[src/rtl/matrix_mult.sv]
`default_nettype none
// ============================================================================
//  Module   : matrix_mult
//  Purpose  : Streaming matrix multiply OUT[MxO] = IN[MxN] * W[NxO].
//             Walks (m, o) through all M*O pairs, one address pair per cycle,
//             reads one IN row and one transposed W row from synchronous-read
//             memories, forms an N-lane signed dot product and gathers O
//             results per row. Each completed row is emitted as one write.
//  Ports    : clk, rst_n (async, active-low), start (level, sampled in IDLE)
//             inputData/weightData  - memory read data (1-cycle latency)
//             inputAddr/weightAddr  - memory read addresses (m, o)
//             outputData/outputAddr - completed OUT row and its row index
//             outputWrEn            - one-cycle write strobe
//  Config   : MATRIX_MULT_SATURATE_EN - clamp each dot product to the signed
//             OUTPUT_WIDTH range instead of keeping the low bits (wrap).
//  Revision : 1.0 - initial release
// ============================================================================
module matrix_mult #(
  parameter int BATCH_SIZE          = 8,
  parameter int LOG_BATCH_SIZE      = 3,
  parameter int INPUT_FEATURES      = 4,
  parameter int LOG_INPUT_FEATURES  = 2,
  parameter int OUTPUT_FEATURES     = 8,
  parameter int LOG_OUTPUT_FEATURES = 3,
  parameter int INPUT_WIDTH         = 4,
  parameter int WEIGHT_WIDTH        = 8,
  parameter int OUTPUT_WIDTH        = 16
) (
  input  logic                                      clk,
  input  logic                                      rst_n,
  input  logic                                      start,
  input  logic [INPUT_FEATURES*INPUT_WIDTH-1:0]     inputData,
  input  logic [INPUT_FEATURES*WEIGHT_WIDTH-1:0]    weightData,
  output logic [LOG_BATCH_SIZE-1:0]                 inputAddr,
  output logic [LOG_OUTPUT_FEATURES-1:0]            weightAddr,
  output logic [OUTPUT_FEATURES*OUTPUT_WIDTH-1:0]   outputData,
  output logic [LOG_BATCH_SIZE-1:0]                 outputAddr,
  output logic                                      outputWrEn
);

  localparam int FULL_W = INPUT_WIDTH + WEIGHT_WIDTH + LOG_INPUT_FEATURES;
`ifdef MATRIX_MULT_SATURATE_EN
  // Saturation needs the exact sum, with headroom so the compare never wraps.
  localparam int ACC_W  = FULL_W + OUTPUT_WIDTH;
`else
  // Wrapping only needs the low OUTPUT_WIDTH bits; modular arithmetic at this
  // width yields exactly those bits (and sign-extends when wider than FULL_W).
  localparam int ACC_W  = OUTPUT_WIDTH;
`endif

  localparam logic [LOG_BATCH_SIZE-1:0]      M_LAST = LOG_BATCH_SIZE'(BATCH_SIZE - 1);
  localparam logic [LOG_OUTPUT_FEATURES-1:0] O_LAST = LOG_OUTPUT_FEATURES'(OUTPUT_FEATURES - 1);

  typedef enum logic [1:0] {
    S_IDLE  = 2'd0,
    S_RUN   = 2'd1,
    S_DRAIN = 2'd2
  } state_t;

  state_t                           state;
  state_t                           state_nxt;
  logic [LOG_BATCH_SIZE-1:0]        m_nxt;
  logic [LOG_OUTPUT_FEATURES-1:0]   o_nxt;

  // Address pair issued last cycle; its read data is on the ports now.
  logic                             rd_vld;
  logic [LOG_BATCH_SIZE-1:0]        rd_m;
  logic [LOG_OUTPUT_FEATURES-1:0]   rd_o;

  logic signed [INPUT_WIDTH-1:0]    lane_a;
  logic signed [WEIGHT_WIDTH-1:0]   lane_b;
  logic signed [ACC_W-1:0]          acc;
  logic [OUTPUT_WIDTH-1:0]          res;

  logic [OUTPUT_WIDTH-1:0]          slots [OUTPUT_FEATURES];
  logic [OUTPUT_FEATURES*OUTPUT_WIDTH-1:0] row_full;

  // --------------------------------------------------------------------------
  // Sequencer: next state and next address pair
  // --------------------------------------------------------------------------
  always_comb begin
    state_nxt = state;
    m_nxt     = inputAddr;
    o_nxt     = weightAddr;
    case (state)
      S_IDLE: begin
        m_nxt = '0;
        o_nxt = '0;
        if (start) state_nxt = S_RUN;
      end
      S_RUN: begin
        if (weightAddr == O_LAST) begin
          o_nxt = '0;
          if (inputAddr == M_LAST) begin
            m_nxt     = '0;
            state_nxt = S_DRAIN;
          end else begin
            m_nxt = inputAddr + 1'b1;
          end
        end else begin
          o_nxt = weightAddr + 1'b1;
        end
      end
      S_DRAIN: begin
        m_nxt     = '0;
        o_nxt     = '0;
        state_nxt = S_IDLE;
      end
      default: begin
        m_nxt     = '0;
        o_nxt     = '0;
        state_nxt = S_IDLE;
      end
    endcase
  end

  // --------------------------------------------------------------------------
  // Dot product over the N lanes currently on the read-data ports
  // --------------------------------------------------------------------------
  always_comb begin
    lane_a = '0;
    lane_b = '0;
    acc    = '0;
    for (int n = 0; n < INPUT_FEATURES; n++) begin
      lane_a = inputData[n*INPUT_WIDTH +: INPUT_WIDTH];
      lane_b = weightData[n*WEIGHT_WIDTH +: WEIGHT_WIDTH];
      acc    = acc + ACC_W'(lane_a) * ACC_W'(lane_b);
    end
  end

`ifdef MATRIX_MULT_SATURATE_EN
  localparam logic signed [ACC_W-1:0] SAT_MAX =
    {{(ACC_W-OUTPUT_WIDTH+1){1'b0}}, {(OUTPUT_WIDTH-1){1'b1}}};
  localparam logic signed [ACC_W-1:0] SAT_MIN =
    {{(ACC_W-OUTPUT_WIDTH+1){1'b1}}, {(OUTPUT_WIDTH-1){1'b0}}};

  always_comb begin
    res = acc[OUTPUT_WIDTH-1:0];
    if (acc > SAT_MAX)      res = SAT_MAX[OUTPUT_WIDTH-1:0];
    else if (acc < SAT_MIN) res = SAT_MIN[OUTPUT_WIDTH-1:0];
  end
`else
  assign res = acc;
`endif

  // The row written out includes the result being captured this cycle, so the
  // last lane bypasses its slot register.
  generate
    for (genvar o = 0; o < OUTPUT_FEATURES; o++) begin : g_row
      if (o == OUTPUT_FEATURES - 1) begin : g_last
        assign row_full[o*OUTPUT_WIDTH +: OUTPUT_WIDTH] = res;
      end else begin : g_slot
        assign row_full[o*OUTPUT_WIDTH +: OUTPUT_WIDTH] = slots[o];
      end
    end
  endgenerate

  // --------------------------------------------------------------------------
  // State, address, read-tag, row-slot and output registers
  // --------------------------------------------------------------------------
  always_ff @(posedge clk or negedge rst_n) begin
    if (!rst_n) begin
      state      <= S_IDLE;
      inputAddr  <= '0;
      weightAddr <= '0;
      rd_vld     <= 1'b0;
      rd_m       <= '0;
      rd_o       <= '0;
      outputData <= '0;
      outputAddr <= '0;
      outputWrEn <= 1'b0;
      for (int i = 0; i < OUTPUT_FEATURES; i++) slots[i] <= '0;
    end else begin
      state      <= state_nxt;
      inputAddr  <= m_nxt;
      weightAddr <= o_nxt;
      rd_vld     <= (state == S_RUN);
      rd_m       <= inputAddr;
      rd_o       <= weightAddr;
      outputWrEn <= 1'b0;
      if (rd_vld) begin
        slots[rd_o] <= res;
        if (rd_o == O_LAST) begin
          outputData <= row_full;
          outputAddr <= rd_m;
          outputWrEn <= 1'b1;
        end
      end
    end
  end

endmodule
`default_nettype wire

[config.mk]
export PLATFORM = sky130hd
export DESIGN_NAME = matrix_mult
export DESIGN_NICKNAME = d
export VERILOG_FILES = /design/src/rtl/matrix_mult.sv
export SDC_FILE = /design/constraint.sdc
export NUM_CORES = 1
export LEC_CHECK = 0
export BUFFER_PORTS_ARGS = -buffer_cell sky130_fd_sc_hd__buf_4
export CORE_MARGIN = 4
export CORE_UTILIZATION = 48
export CTS_CLUSTER_SIZE = 25
export DETAILED_ROUTE_END_ITERATION = 8
export PLACE_DENSITY = 0.78
export REMOVE_ABC_BUFFERS = 1
export SLEW_MARGIN = 5
export SYNTH_ARGS = -nofsm -noshare
export SYNTH_HDL_FRONTEND = slang
export SYNTH_SLANG_ARGS = --single-unit
[constraint.sdc]
create_clock -name clk -period 2.3 [get_ports clk]
set_clock_uncertainty 0.1 [all_clocks]
set_input_delay 0.345 -clock clk [delete_from_list [all_inputs] [get_ports clk]]
set_output_delay 0.345 -clock clk [all_outputs]
set_load 0.03 [all_outputs]
# [Word-level counts from Yosys, hierarchy flattened]
# Index checks and enable logic that the tools add are counted.
[classes] mul=4 muxes=14 n_addsub=5 eq_ne=7 bitwise_logic=1 order_cmp=2 n_reduce_logical=4
[op_table] op="128-bit bitwise mux" count=1
[op_table] op="16-bit demux with 3-bit select" count=1
[op_table] op="4-bit by 8-bit multiplier with 12-bit output" count=4
[op_table] op="16-bit 2-to-1 mux" count=1
[op_table] op="14-bit by 12-bit adder with 15-bit output" count=1
[op_table] op="3-bit 2-to-1 mux" count=5
[op_table] op="13-bit by 12-bit adder with 14-bit output" count=1
[op_table] op="12-bit by 12-bit adder with 13-bit output" count=1
[op_table] op="3-bit equality test (second input constant)" count=3
[op_table] op="3-bit by 1-bit adder with 3-bit output (second input constant)" count=2
[op_table] op="2-bit 2-to-1 mux" count=3
[op_table] op="2-bit != test (second input constant)" count=3
[op_table] op="4-bit >= comparator (second input constant)" count=1
[op_table] op="4-bit by 1-bit less-than comparator with 1-bit output (second input constant)" count=1
[op_table] op="3-bit inverter with 4-bit output" count=1
[op_table] op="2-bit one-hot mux with 2 select lines" count=1
[op_table] op="3-bit AND reduction" count=1
[op_table] op="2-bit by 1-bit equality test with 1-bit output (second input constant)" count=1
[op_table] op="2-bit logical NOT" count=1
[op_table] op="1-bit 2-to-1 mux" count=2
[op_table] op="2-bit AND reduction" count=1
[op_table] op="1-bit logical AND" count=1
[word_totals] inputBits=51 wordCells=54 ff_bits=275

# [Longest topological paths before layout]
[depth] depth_word=6 depth_mapped=22 ltp_nobuf=21

# [Worst setup path after synthesis]
# OpenSTA, ideal clock, no wires.
[synth_timing] path_type="in2reg" startpoint="input inputData[11]" endpoint="register outputData[126]" t_arrival_ps=5322 path_slack_ps=-3249 setup_ps=127 stages=19 t_required_ps=2073 cell_sequence="clkbuf_1 -> nor2b_1 -> fa_1 -> inv_1 -> fa_1 -> inv_1 -> fa_1 -> fa_1 -> inv_1 -> fa_1 -> fa_1 -> inv_1 -> ha_1 -> o211ai_2 -> a21oi_4 -> o2111ai_4 -> a221oi_4 -> mux2i_1 -> nand3_1"
[synth_via] elab_chain_len=3
[synth_lines] item="from (decl)" line="32" source="input logic [INPUT_FEATURES*INPUT_WIDTH-1:0] inputData,"
[synth_lines] item="4-bit by 8-bit multiplier with 12-bit output" line="127" source="acc = acc + ACC_W'(lane_a) * ACC_W'(lane_b);"
[synth_lines] item="13-bit by 12-bit adder with 14-bit output" line="127"
[synth_lines] item="14-bit by 12-bit adder with 15-bit output" line="127"
[synth_lines] item="to (signal assigned)" line="184" source="outputData <= row_full;"
[synth_lines] item="to (decl)" line="36" source="output logic [OUTPUT_FEATURES*OUTPUT_WIDTH-1:0] outputData,"
# Every way passes these cells.
# A chain may end at the register's enable or synchronous reset.

# [Worst setup path after layout]
[layout_timing] startpoint="input weightData[17]" endpoint="register slots (netlist bit row_full[109])"
[layout_via] elab_chain_len=4
[layout_lines] item="from (decl)" line="33" source="input logic [INPUT_FEATURES*WEIGHT_WIDTH-1:0] weightData,"
[layout_lines] item="4-bit by 8-bit multiplier with 12-bit output" line="127"
[layout_lines] item="13-bit by 12-bit adder with 14-bit output" line="127"
[layout_lines] item="14-bit by 12-bit adder with 15-bit output" line="127"
[layout_lines] item="128-bit bitwise mux" line="182" source="slots[rd_o] <= res;"
[layout_lines] item="to (signal, indexed assignment)" line="182"
[layout_lines] item="to (decl)" line="75" source="logic [OUTPUT_WIDTH-1:0] slots [OUTPUT_FEATURES];"
# Every way passes these cells.

==> flow_summary.ini <==
[run_status]
outcome = finished with violations
violations = negative setup slack

[global_routing]
grt_usage_pct = 22.0
antenna_found_initial = 0
gr-total-overflow = 0
grt_max_degree = 139
grt_pass1_wl_um = 59800
grt_pass1_vias = 12000

[timing]
max_freq_ghz = 0.196
max-slew-margin-rel_pct = 59.8
hold_violations = 0
rsz0062_at_grt = true
timing.setup.tns_ns = -272.87
layout_setup_ws_ns = -2.80
finalCriticalPeriod_ns = 5.10
worst_slew_pin_slew_ns = 0.602
drv_slew = 0
finalCritPeriodShare_pct = 222
finalSetupViolCount = 112

[drt]
drt_wl_total_um = 36600
dr.pass1.iters = 5
vias_per_cell = 5.11
ant_nets = 0
drt-initial-drc-count = 753
wl_per_cell_um = 16.6
num_vias = 11300
route.detailed.drc = 0

[final_layout]
fin_cells = 2202
drive_gt1_share_pct = 31.8
syn2layout_area_growth_pct = 33.6
final_cell_area_sq_um = 19200
nFillCells = 2286
layout.nets = 2035
antenna_cells = 0

[placement]
dp_hpwl_um = 26200
port_buffers = 188
postPlaceCellArea_sq_um = 17100
gp_congestion = 0.965
place_inst = 2146

[setup_path]
critPathSlowestCell = fa_1
crit_fanout = 8
crit_type = input port to register
slowest_delay_ns = 0.59
crit_path_cell_trace = buf_8, nand2b_4, fa_1, inv_2, fa_1, fa_1, fa_1, fa_1, inv_1, fa_1, inv_2, ha_4, buf_6, nand3_4, nor2_4, o21a_2, o311a_1, a211oi_2, buf_4, o21ai_1
start_kind = input port
critPathTopFamily = adder cells
critPathMostFrequentCell = fa_1
path_buf_inv = 6
cp-end-kind = register
worstPathRequired_ns = 2.57
worstPathArrival_ns = 5.37

[cts]
cts_root_buffer = clkbuf_16
path_clk_slew_ns = 0.06
cts_tree = built
insertion_delay_ns = 0.51
clock_sinks = 244
cts.path.max_buffers = 3
htree_levels = 1
cts-buffers-inserted = 23

[synthesis]
synth_common_cells = nand2_1, dfrtp_1, inv_1
syn_inst = 1506
synth_edf_count = 0
yosysWarningCount = 0
synthesis.area_sq_um = 14400
synth_top_area_share_pct = 42.4
ys_ff_latch = 244
avgSynthCellArea_sq_um = 9.56
synthTopCellsByArea = dfrtp_1, fa_1, nand2_1
yosysTopAreaCell = dfrtp_1
synthArstFlopShare_pct = 100
ys_types = 42
ys_seq_area_share_pct = 42.4
yosysMostFrequentCell = nand2_1
synth-main-ff-cell = dfrtp_1

[flow_run]
maxCapViolations = 0

[die]
initial_core_util_pct = 48.6
io_pins = 189
die_area_sq_um = 32800
core_sq_um = 29600
die_x_um = 181
row_count = 63
die_h_um = 181

[worst_hold_path]
hold_class = input port to asynchronous set/reset pin
[state kept, by name, summed over array words and instances, names as in the netlist, 2 cells and up]
register    cells
outputData    120
row_full      105
inputAddr       3
outputAddr      3
rd_m            3
rd_o            3
weightAddr      3
state           2
[cells by family after synthesis]
group | share of synthesized area [%]
DFF | 42.4
muxes | 1.38
adders and majority gates | 23.7
xor gates and xnor gates | 1.16
AOI/OAI and AO/OA | 6.25
and+or+nand+nor | 18.8
buffers and inverters | 6.32
[through the flow]
step / hold slack, ns / utilization, % / setup WS (ns)
3_3_place_gp: 0.220 / 57.7 / -3.45
6_report: 0.269 / 64.9 / -2.80
5_1_grt: 0.300 / 64.9 / -2.93
3_5_place_dp: 0.226 / 57.7 / -3.51
2_1_floorplan: -0.0506 / - / -4.34
4_1_cts: 0.276 / 63.3 / -2.75
[routing by layer]
layer	part of all wire, %	vias to the layer above	GRT usage, %
li1	-	5224	-
met4	2.0	0	5.67
met2	51	328	38.1
met3	5.2	55	2.58
met5	0	-	0
met1	42	5648	29.7
[worst paths after layout]
path                                      from        endpoint  slack, ns  depth (start not counted)
worst max-delay path            weightData[17]   row_full[109]      -2.80                         20
worst min-delay path                     rst_n  outputData[38]       0.27                          2
worst max register to register         rd_o[0]    row_full[62]       0.42                          6
worst min register to register        state[1]        state[0]       0.32                          1
max in group asynchronous                rst_n  outputData[26]       1.11                          3
min in group clk                      state[1]        state[0]       0.32                          1
[repair_timing]
| action | in CTS | in global routing |
|---|---|---|
| pin swaps | 105 | 49 |
| setup endpoints to repair | 119 | 119 |
| resized for setup | 290 | 97 |
| hold endpoints to repair | 59 | 0 |
| hold buffers | 2 | 0 |
| setup buffers | 7 | 7 |
[placed cells by master, fill, tap and decap left out, types with 5 or more instances in the layout]
cell type  netlist  routed
o31ai_2          0       5
xor2_1          10       5
a21oi_4          1       6
nand3_1         10       7
nor2_1          41      32
nand2_1        497     483
fa_1           141     127
buf_6            0      45
fa_2             0      14
and2_4           0      16
and2_1          54      38
o21ai_2          0      53
clkinv_2         0       7
a21oi_1         14       7
clkbuf_16        0      23
ha_1            47      29
nand2b_1        21      14
buf_12           0      11
mux2_2           7       7
nand2b_4         0       7
inv_2            0      22
inv_1          168     144
mux2i_1         12      12
buf_8            0       7
ha_4             0      18
buf_4            8     265
nor3_1          17      16
xnor2_1          9       5
nand2_2          0      10
dfrtp_1        244     244
nor2_2           0       6
o21ai_1          1      45
[layout make-up]
| cell class | count | area [sq um] | share of cell area (%) |
|---|---|---|---|
| Multi-Input combinational cell | 1028 | 8360 | 43.5 |
| Sequential cell | 244 | 6110 | 31.8 |
| Timing Repair Buffer | 330 | 2840 | 14.8 |
| Inverter | 169 | 643 | 3.34 |
| Clock buffer | 27 | 621 | 3.23 |
| Tap cell | 390 | 488 | 2.54 |
| Clock inverter | 14 | 170 | 0.885 |
Power is not shown: default switching activity piles up to over one toggle a cycle in this logic, so the estimate is an artifact.
